[config.mk]
export PLATFORM = sky130hd
export DESIGN_NAME = fp_mult_sched
export DESIGN_NICKNAME = d
export VERILOG_FILES = /design/src/rtl/fp_mult_sched.sv
export SDC_FILE = /design/constraint.sdc
export NUM_CORES = 2
export LEC_CHECK = 0
export ABC_AREA = 1
export BUFFER_PORTS_ARGS = -buffer_cell sky130_fd_sc_hd__buf_2
export CAP_MARGIN = 20
export CORE_ASPECT_RATIO = 1.2
export CORE_MARGIN = 3
export CORE_UTILIZATION = 55
export CTS_BUF_LIST = sky130_fd_sc_hd__clkbuf_2
export CTS_CLUSTER_SIZE = 40
export DETAILED_ROUTE_END_ITERATION = 6
export GPL_TIMING_DRIVEN = 0
export PLACE_DENSITY = 0.81
export SLEW_MARGIN = 10
export SYNTH_ARGS = -nofsm -noshare
export SYNTH_HDL_FRONTEND = slang
export SYNTH_HIERARCHICAL = 1
export SYNTH_SLANG_ARGS = --single-unit
[constraint.sdc]
create_clock -name clk -period 9.25 [get_ports clk]
set_clock_uncertainty 0.2 [all_clocks]
set_input_delay 1.85 -clock clk [delete_from_list [all_inputs] [get_ports clk]]
set_output_delay 1.85 -clock clk [all_outputs]
set_load 0.03 [all_outputs]
[src/rtl/fp_mult_sched.sv]
// ============================================================================
// Module      : fp_mult_sched
// Description : Round-robin scheduler sharing one single-precision fp_mult
//               between N_REQ requesters through a 2-stage pipeline.
//               Optional statistics counters: define FP_MULT_SCHED_STATS_EN.
// Revision    : 1.0  initial release
// ============================================================================
`default_nettype none

// Single-precision multiplier. Denormal inputs are treated as zero and tiny
// results flush to zero. NaN inputs behave as infinity.
// status: [0] zero [1] infinity [2] invalid [3] tiny [4] huge [5] inexact.
// RND: 0 = IEEE round-to-nearest-even, 1 = round toward zero.
module fp_mult #(
  parameter logic [2:0] RND = 3'd0
) (
  input  logic [31:0] a,
  input  logic [31:0] b,
  output logic [31:0] z,
  output logic [7:0]  status
);
  logic              sign, za, zb, ia, ib, g, st, inc, inexact;
  logic [47:0]       p;
  logic signed [9:0] e;
  logic [22:0]       m;
  logic [23:0]       mr;

  always_comb begin
    sign    = a[31] ^ b[31];
    za      = (a[30:23] == 8'h00);
    zb      = (b[30:23] == 8'h00);
    ia      = (a[30:23] == 8'hff);
    ib      = (b[30:23] == 8'hff);
    p       = 48'({1'b1, a[22:0]}) * 48'({1'b1, b[22:0]});
    e       = 10'(a[30:23]) + 10'(b[30:23]) - 10'sd127;
    if (p[47]) begin
      m  = p[46:24];
      g  = p[23];
      st = |p[22:0];
      e  = e + 10'sd1;
    end else begin
      m  = p[45:23];
      g  = p[22];
      st = |p[21:0];
    end
    inc     = (RND == 3'd0) ? (g & (st | m[0])) : 1'b0;
    mr      = {1'b0, m} + 24'(inc);
    // A carry out of the mantissa leaves the low bits all zero.
    if (mr[23]) e = e + 10'sd1;
    inexact = g | st;
    z       = 32'h0;
    status  = 8'h00;
    if ((ia && zb) || (ib && za)) begin
      z      = 32'h7fc0_0000;
      status = 8'h04;
    end else if (ia || ib) begin
      z      = {sign, 8'hff, 23'h0};
      status = 8'h02;
    end else if (za || zb) begin
      z      = {sign, 31'h0};
      status = 8'h01;
    end else if (e > 10'sd254) begin
      if (RND == 3'd0) begin
        z      = {sign, 8'hff, 23'h0};
        status = 8'h32;
      end else begin
        z      = {sign, 8'hfe, 23'h7fffff};
        status = 8'h30;
      end
    end else if (e < 10'sd1) begin
      z      = {sign, 31'h0};
      status = 8'h29;
    end else begin
      z      = {sign, e[7:0], mr[22:0]};
      status = {2'b00, inexact, 5'b00000};
    end
  end
endmodule

module fp_mult_sched #(
  parameter int         N_REQ = 4,
  parameter logic [2:0] ROUND = 3'd0
) (
  input  logic                     clk,
  input  logic                     rst,
  input  logic [N_REQ-1:0]         req_valid,
  output logic [N_REQ-1:0]         req_ready,
  input  logic [N_REQ*32-1:0]      req_a,
  input  logic [N_REQ*32-1:0]      req_b,
  input  logic                     drain,
  output logic                     rsp_valid,
  input  logic                     rsp_ready,
  output logic [$clog2(N_REQ)-1:0] rsp_id,
  output logic [31:0]              rsp_z,
  output logic [7:0]               rsp_status,
  output logic                     busy
`ifdef FP_MULT_SCHED_STATS_EN
  ,
  output logic [31:0]              stat_ops,
  output logic [31:0]              stat_stall
`endif
);
  localparam int ID_W = $clog2(N_REQ);

  typedef enum logic [1:0] {IDLE = 2'd0, RUN = 2'd1, DRAIN = 2'd2} state_t;

  state_t          state, state_nxt;
  logic [ID_W-1:0] rr_ptr, gnt_id, s1_id;
  logic            gnt_found, grant_en, accept, stall, s1_vld;
  logic [31:0]     s1_a, s1_b, mul_z;
  logic [7:0]      mul_st;
  int              idx;

  assign stall    = rsp_valid & ~rsp_ready;
  assign grant_en = (state == RUN) & ~drain & ~stall;
  assign accept   = grant_en & gnt_found;
  assign busy     = s1_vld | rsp_valid;

  always_comb begin
    gnt_found = 1'b0;
    gnt_id    = '0;
    idx       = 0;
    for (int k = 0; k < N_REQ; k++) begin
      idx = int'(rr_ptr) + k;
      if (idx >= N_REQ) idx = idx - N_REQ;
      if (!gnt_found && req_valid[idx]) begin
        gnt_found = 1'b1;
        gnt_id    = ID_W'(idx);
      end
    end
    req_ready = accept ? (N_REQ'(1) << gnt_id) : '0;
  end

  always_comb begin
    state_nxt = state;
    case (state)
      IDLE:    if (!drain) state_nxt = RUN;
      RUN:     if (drain) state_nxt = DRAIN;
      DRAIN: begin
        if (!drain)                    state_nxt = RUN;
        else if (!s1_vld && !rsp_valid) state_nxt = IDLE;
      end
      default: state_nxt = IDLE;
    endcase
  end

  fp_mult #(.RND(ROUND)) u_mult (
    .a      (s1_a),
    .b      (s1_b),
    .z      (mul_z),
    .status (mul_st)
  );

  always_ff @(posedge clk or negedge rst) begin
    if (!rst) begin
      state      <= IDLE;
      rr_ptr     <= '0;
      s1_vld     <= 1'b0;
      s1_a       <= '0;
      s1_b       <= '0;
      s1_id      <= '0;
      rsp_valid  <= 1'b0;
      rsp_id     <= '0;
      rsp_z      <= '0;
      rsp_status <= '0;
    end else begin
      state <= state_nxt;
      if (!stall) begin
        s1_vld    <= accept;
        rsp_valid <= s1_vld;
        if (accept) begin
          s1_a   <= req_a[32*gnt_id +: 32];
          s1_b   <= req_b[32*gnt_id +: 32];
          s1_id  <= gnt_id;
          rr_ptr <= (gnt_id == ID_W'(N_REQ - 1)) ? '0 : gnt_id + ID_W'(1);
        end
        if (s1_vld) begin
          rsp_id     <= s1_id;
          rsp_z      <= mul_z;
          rsp_status <= mul_st;
        end
      end
    end
  end

`ifdef FP_MULT_SCHED_STATS_EN
  always_ff @(posedge clk or negedge rst) begin
    if (!rst) begin
      stat_ops   <= '0;
      stat_stall <= '0;
    end else begin
      if (rsp_valid && rsp_ready && stat_ops != 32'hffff_ffff) stat_ops <= stat_ops + 32'd1;
      if (stall && stat_stall != 32'hffff_ffff) stat_stall <= stat_stall + 32'd1;
    end
  end
`endif
endmodule

`default_nettype wire

# Word-level counts from Yosys, hierarchy flattened

Cells that the tools add are included.

Word-level logic and storage cells: 125
Register bits: 114

Reduce and logical (&&, ||, !) cells: 22
$add $sub $neg: 13
Mux-type cells: 46
Magnitude comparators: 10
Shifts and indexed selects: 3
Equality and inequality tests: 8
$mul: 1
Bitwise logic cells: 12

Operator list:

| operator                                                       | count |
|---|---|
| indexed part select 128 x 8 -> 32 bit                          | 2 |
| two-way mux 32 bit                                             | 5 |
| less-than comparator 32 x 4 -> 1 bit, second input constant    | 4 |
| two-way mux 31 bit                                             | 4 |
| multiplier 24 x 24 -> 48 bit                                   | 1 |
| two-way mux 8 bit                                              | 4 |
| adder 23 x 1 -> 24 bit                                         | 1 |
| two-way mux 23 bit                                             | 1 |
| OR reduction 23 bit                                            | 1 |
| OR reduction 22 bit                                            | 1 |
| adder 10 x 2 -> 10 bit, second input constant                  | 2 |
| two-way mux 10 bit                                             | 2 |
| two-way mux 2 bit                                              | 9 |
| equality test 8 bit, second input constant                     | 2 |
| zero test 8 bit                                                | 2 |
| two-way mux 1 bit                                              | 14 |
| subtractor 3 x 3 -> 4 bit, second input constant               | 3 |
| greater-than comparator 10 x 9 -> 1 bit, second input constant | 1 |
| less-than comparator 10 x 2 -> 1 bit, second input constant    | 1 |
| subtractor 10 x 7 -> 10 bit, second input constant             | 1 |
| adder 8 x 8 -> 9 bit                                           | 1 |
| greater-or-equal comparator 3 bit, second input constant       | 3 |
| binary-select mux 1 bit (select 2 bit)                         | 4 |
| adder 2 x 2 -> 3 bit, second input constant                    | 2 |
| other kinds (22)                                               | 44 |

# Depth between registers and ports, before layout

Word-level depth: 17
Depth in mapped cells: 51
Gate-level depth less buffers: 47

# Cells and area by module

The synthesis kept the hierarchy.

By module, submodules not included:

| module        | instances | area an instance (um^2) | cells each |
|---|---|---|---|
| fp_mult       | 1         | 23886.7                 | 3509 |
| fp_mult_sched | 1         | 7209.4                  | 1092 |

# Worst setup path after synthesis

OpenSTA, ideal clock, no wires.

Path kind: reg-to-reg
From: register s1_a[13]
To: register rsp_z[18]
Path buffers: 4
Cell stages (with the launch flop): 48
Arrival time: 8.057 ns
Slack: 0.868 ns
Library setup time: 0.125 ns
Cells stage by stage: dfrtp_1 -> clkbuf_1 -> nand2_1 -> fa_1 -> inv_1 -> fa_1 -> inv_1 -> fa_1 -> inv_1 -> fa_1 -> inv_1 -> fa_1 -> inv_1 -> fa_1 -> inv_1 -> fa_1 -> inv_1 -> ha_1 -> [12 not listed] -> nand2_1 -> nand2_2 -> ha_1 -> nand3_1 -> nor2_2 -> nand2_1 -> xor2_1 -> nand2_1 -> nand2_1 -> nand2_1 -> nor2_2 -> nand3_4 -> nand2_4 -> nor2_4 -> inv_4 -> buf_12 -> nor2_4 -> mux2_2

Cells in the longest elaborated chain, start to end: 13

RTL lines:

| what                                                       | RTL line | RTL |
|---|---|---|
| start: declaration                                         | 110      | `logic [31:0] s1_a, s1_b, mul_z;` |
| start signal: assignment                                   | 172      | `s1_a <= req_a[32*gnt_id +: 32];` |
| multiplier 24 x 24 -> 48 bit *                             | 34       | `p = 48'({1'b1, a[22:0]}) * 48'({1'b1, b[22:0]});` |
| OR reduction 23 bit or OR reduction 22 bit (tied branches) | 39, 44   |  |
| two-way mux 1 bit                                          | 36       | `if (p[47]) begin` |
| bitwise OR 1 bit                                           | 46       | `inc = (RND == 3'd0) ? (g & (st \| m[0])) : 1'b0;` |
| bitwise AND 1 bit                                          | 46       |  |
| adder 23 x 1 -> 24 bit                                     | 47       | `mr = {1'b0, m} + 24'(inc);` |
| two-way mux 10 bit                                         | 49       | `if (mr[23]) e = e + 10'sd1;` |
| less-than comparator 10 x 2 -> 1 bit                       | 70       | `end else if (e < 10'sd1) begin` |
| two-way mux 31 bit                                         | 70       |  |
| two-way mux 31 bit *                                       | 62       | `end else if (e > 10'sd254) begin` |
| two-way mux 31 bit *                                       | 59       | `end else if (za \|\| zb) begin` |
| two-way mux 31 bit *                                       | 56       | `end else if (ia \|\| ib) begin` |
| two-way mux 32 bit *                                       | 53       | `if ((ia && zb) \|\| (ib && za)) begin` |
| via mul_z[18]                                              | 110      |  |
| end signal: assignment                                     | 179      | `rsp_z <= mul_z;` |
| end: declaration                                           | 94       | `output logic [31:0] rsp_z,` |

The timed path passes the listed nets; every way through them passes the cells marked *.
A chain may end at the register's enable or synchronous reset.

# Final worst setup path

From: register s1_a[1]
To: register rsp_z[18]

Same word-level chain as after synthesis.

==> reports/metrics.yaml <==
setup_path:
  critPathTopFamily: "adder cells"
  critical_path_class: "flop to flop"
  end_kind: "flop"
  regToRegSetupSlack_ns: 0.24
  rr_startpoint: "s1_a[1]"
  ff2ff_path_depth: 45
  cp.arrival_ns: 9.51
  r2r-end: "rsp_z[18]"
  cp_max_fo: 10
  start_kind: "flop"
  worst-path-stages: 45
  cp.required_ns: 9.75
  crit_buf_inv: 13
  cpPeakStageDelay_ns: 0.62
  slowest_stage: "fa_2"
floorplanning:
  die_h_um: 266
  rows: 94
  num_io_pins: 312
  dieArea_um2: 59400
  die_w_um: 223
  core-area_um2: 55400
  initial_utilization: 0.561
logic_synthesis:
  ys_seq_area_frac: 0.0917
  synth_top_cell_by_area: "fa_1"
  synth_top_area_share: 0.311
  avgSynthCellArea_um2: 6.76
  syn-instance-count: 4601
  yosysUniqueCellTypes: 49
  synth_top_cells_by_count: "nand2_1 (1820), inv_1 (1089), fa_1 (483)"
  synth_flop_cell: "dfrtp_1"
  yosys-top-cells-area: "fa_1 (31%), nand2_1 (22%), inv_1 (13%), dfrtp_1 (9.2%), ha_1 (7.7%)"
  synth_edf_count: 0
  synth_area_um2: 31100
  synth-async-reset-ratio: 1.00
  yosys_register_bits: 114
  yosys.cell_count.top_type: "nand2_1"
  yosysWarnings: 6
route:
  route.antenna.remaining_nets: 0
  drt-total-wl_mm: 113
  wl_per_cell_um: 19.5
  drt_iter0_drc: 2790
  drcViolationCount: 2
  first_pass_iters: 7
  viasPerCell: 5.37
  num_vias: 31000
flow_run:
  max_cap_viol_count: 0
layout:
  n_fill_cell: 4907
  nNetsFinal: 5970
  drive_gt1_frac: 0.169
  final_design_area_no_fill_um2: 35600
  area_growth_pct: 14.5
global_routing:
  track_usage: 0.376
  grt_pass1_wl_mm: 171
  grt_overflow: 0
  antenna_found_initial: 4
  grt_max_degree: 80
  grt_pass1_vias: 31600
timing:
  slew_violations: 0
  finalHoldViolations: 0
  max_freq_mhz: 111
  setup-tns-final_ns: 0
  tightest_slew_ns: 0.778
  period_share: 0.974
  period_minus_slack_ns: 9.01
  slew_headroom: 0.468
  setup_viol: 0
clocking:
  cts.path.max_buffers: 2
  clock-root-buffer: "clkbuf_2"
  cts_tree: "yes"
  worstSkewPairLatency_ns: 0.76
  clk_pin_slew_ns: 0.22
  htreeDepth: 4
  cts_made_buffers: 17
  hold_buffers: 0
  cts.sinks: 114
place:
  gp_congestion: 1.02
  port_buffers: 311
  hpwl_mm: 90.8
  placed_cell_area_um2: 33600
hold_path:
  hp-class: "flop to flop"
  worstHoldStart: "state[0]"
  worstHoldPathCells: 1
  hold_end: "state[0]"
status:
  status: "finished with violations"
  violations: "DRC"
metal layers:
layer,global-route usage,vias up,part of all wire
met1,0.430,14400,0.34
li1,-,14200,-
met2,0.624,1876,0.47
met3,0.0804,519,0.10
met5,0,-,0.00012
met4,0.275,2,0.088
worst max-delay path by stage:
stage | from | end | slack, ns
after floorplan | s1_a[13] | rsp_z[18] | 0.87
after global routing | s1_a[13] | rsp_z[21] | -0.08
after CTS | s1_b[8] | rsp_z[9] | 0.0008
final | s1_a[1] | rsp_z[18] | 0.24
after detailed placement | s1_b[4] | rsp_z[18] | -0.83
after global placement | s1_b[4] | rsp_z[21] | -0.73
flip-flops by register name, summed over array words and instances, names as in the netlist, 2 cells and up:
register and flops:
rsp_z 32, state 2, s1_id 2, rr_ptr 2, rsp_id 2, s1_a 32
rsp_status 8, s1_b 32
metrics by stage:
step           hold slack (ns)  utilization  setup WS [ns]  cells
2_1_floorplan            0.234            -          0.868   4602
3_3_place_gp             0.255        0.606         -0.729   5633
6_report                 0.296        0.643          0.245   5767
5_1_grt                  0.302        0.643        -0.0781   5766
3_5_place_dp             0.261        0.606         -0.830   5634
4_1_cts                  0.290        0.625       0.000820   5715
layout by cell type (no fill, tap or decap), types with 17 or more instances in the layout:
cell      instances
nand2_1        1814
mux2_2           40
fa_1            476
xor2_1           21
dfrtp_2          43
clkbuf_1         17
nand3_1         253
inv_2            18
nand4_1          34
nand2_2          39
buf_2           355
nor2_4           29
dfrtp_1          69
nor2_2           22
buf_6            32
clkbuf_2         22
buf_4           123
inv_1          1087
clkbuf_4         35
ha_1            177
a21oi_1          39
nor2_1          119
timing repair:
action / CTS / global route
pin swaps: 0 / 21
endpoints found under the setup margin: 36 / 36
setup buffers: 51 / 46
resized for setup: 205 / 187
cloned: 0 / 6
endpoints found under the hold margin: 0 / 0
cell type report:
cell class                      instances  area, um^2  share of cell area
Tap cell                              720         901              0.0253
Buffer                                179        1440              0.0403
Timing Repair Buffer                  415        2500              0.0701
Multi-Input combinational cell       3195       23400               0.658
Antenna cell                            2        5.00            0.000141
Inverter                             1110        4180               0.117
Clock buffer                           17        85.1             0.00239
Clock inverter                         15         159             0.00446
Sequential cell                       114        2910              0.0818
kinds of logic (layout without fill, tap and decap cells):
family          after synthesis  in the layout  share of synthesized area
simple gates               2362           2362                      0.315
compound gates               83             83                     0.0162
flops                       114            114                     0.0917
xor+xnor                     34             34                    0.00958
fa+ha+maj                   674            674                      0.388
mux                          40             40                     0.0145
other cells                   1              4                   0.000121
buf+inv                    1293           1736                      0.165
worst reg2reg max path, delay by kind of cell, from the launching register on:
kind	cells	cell delay, ns
adders and majority gates	8	3.79
and+or+nand+nor	22	2.23
buffers and inverters	13	1.68
DFF	1	0.57
muxes	1	0.27
AOI/OAI and AO/OA	1	0.20
Power is left out: the tool's default activity adds up to more than one toggle a clock period on the data nets, which glitch-free logic cannot reach.
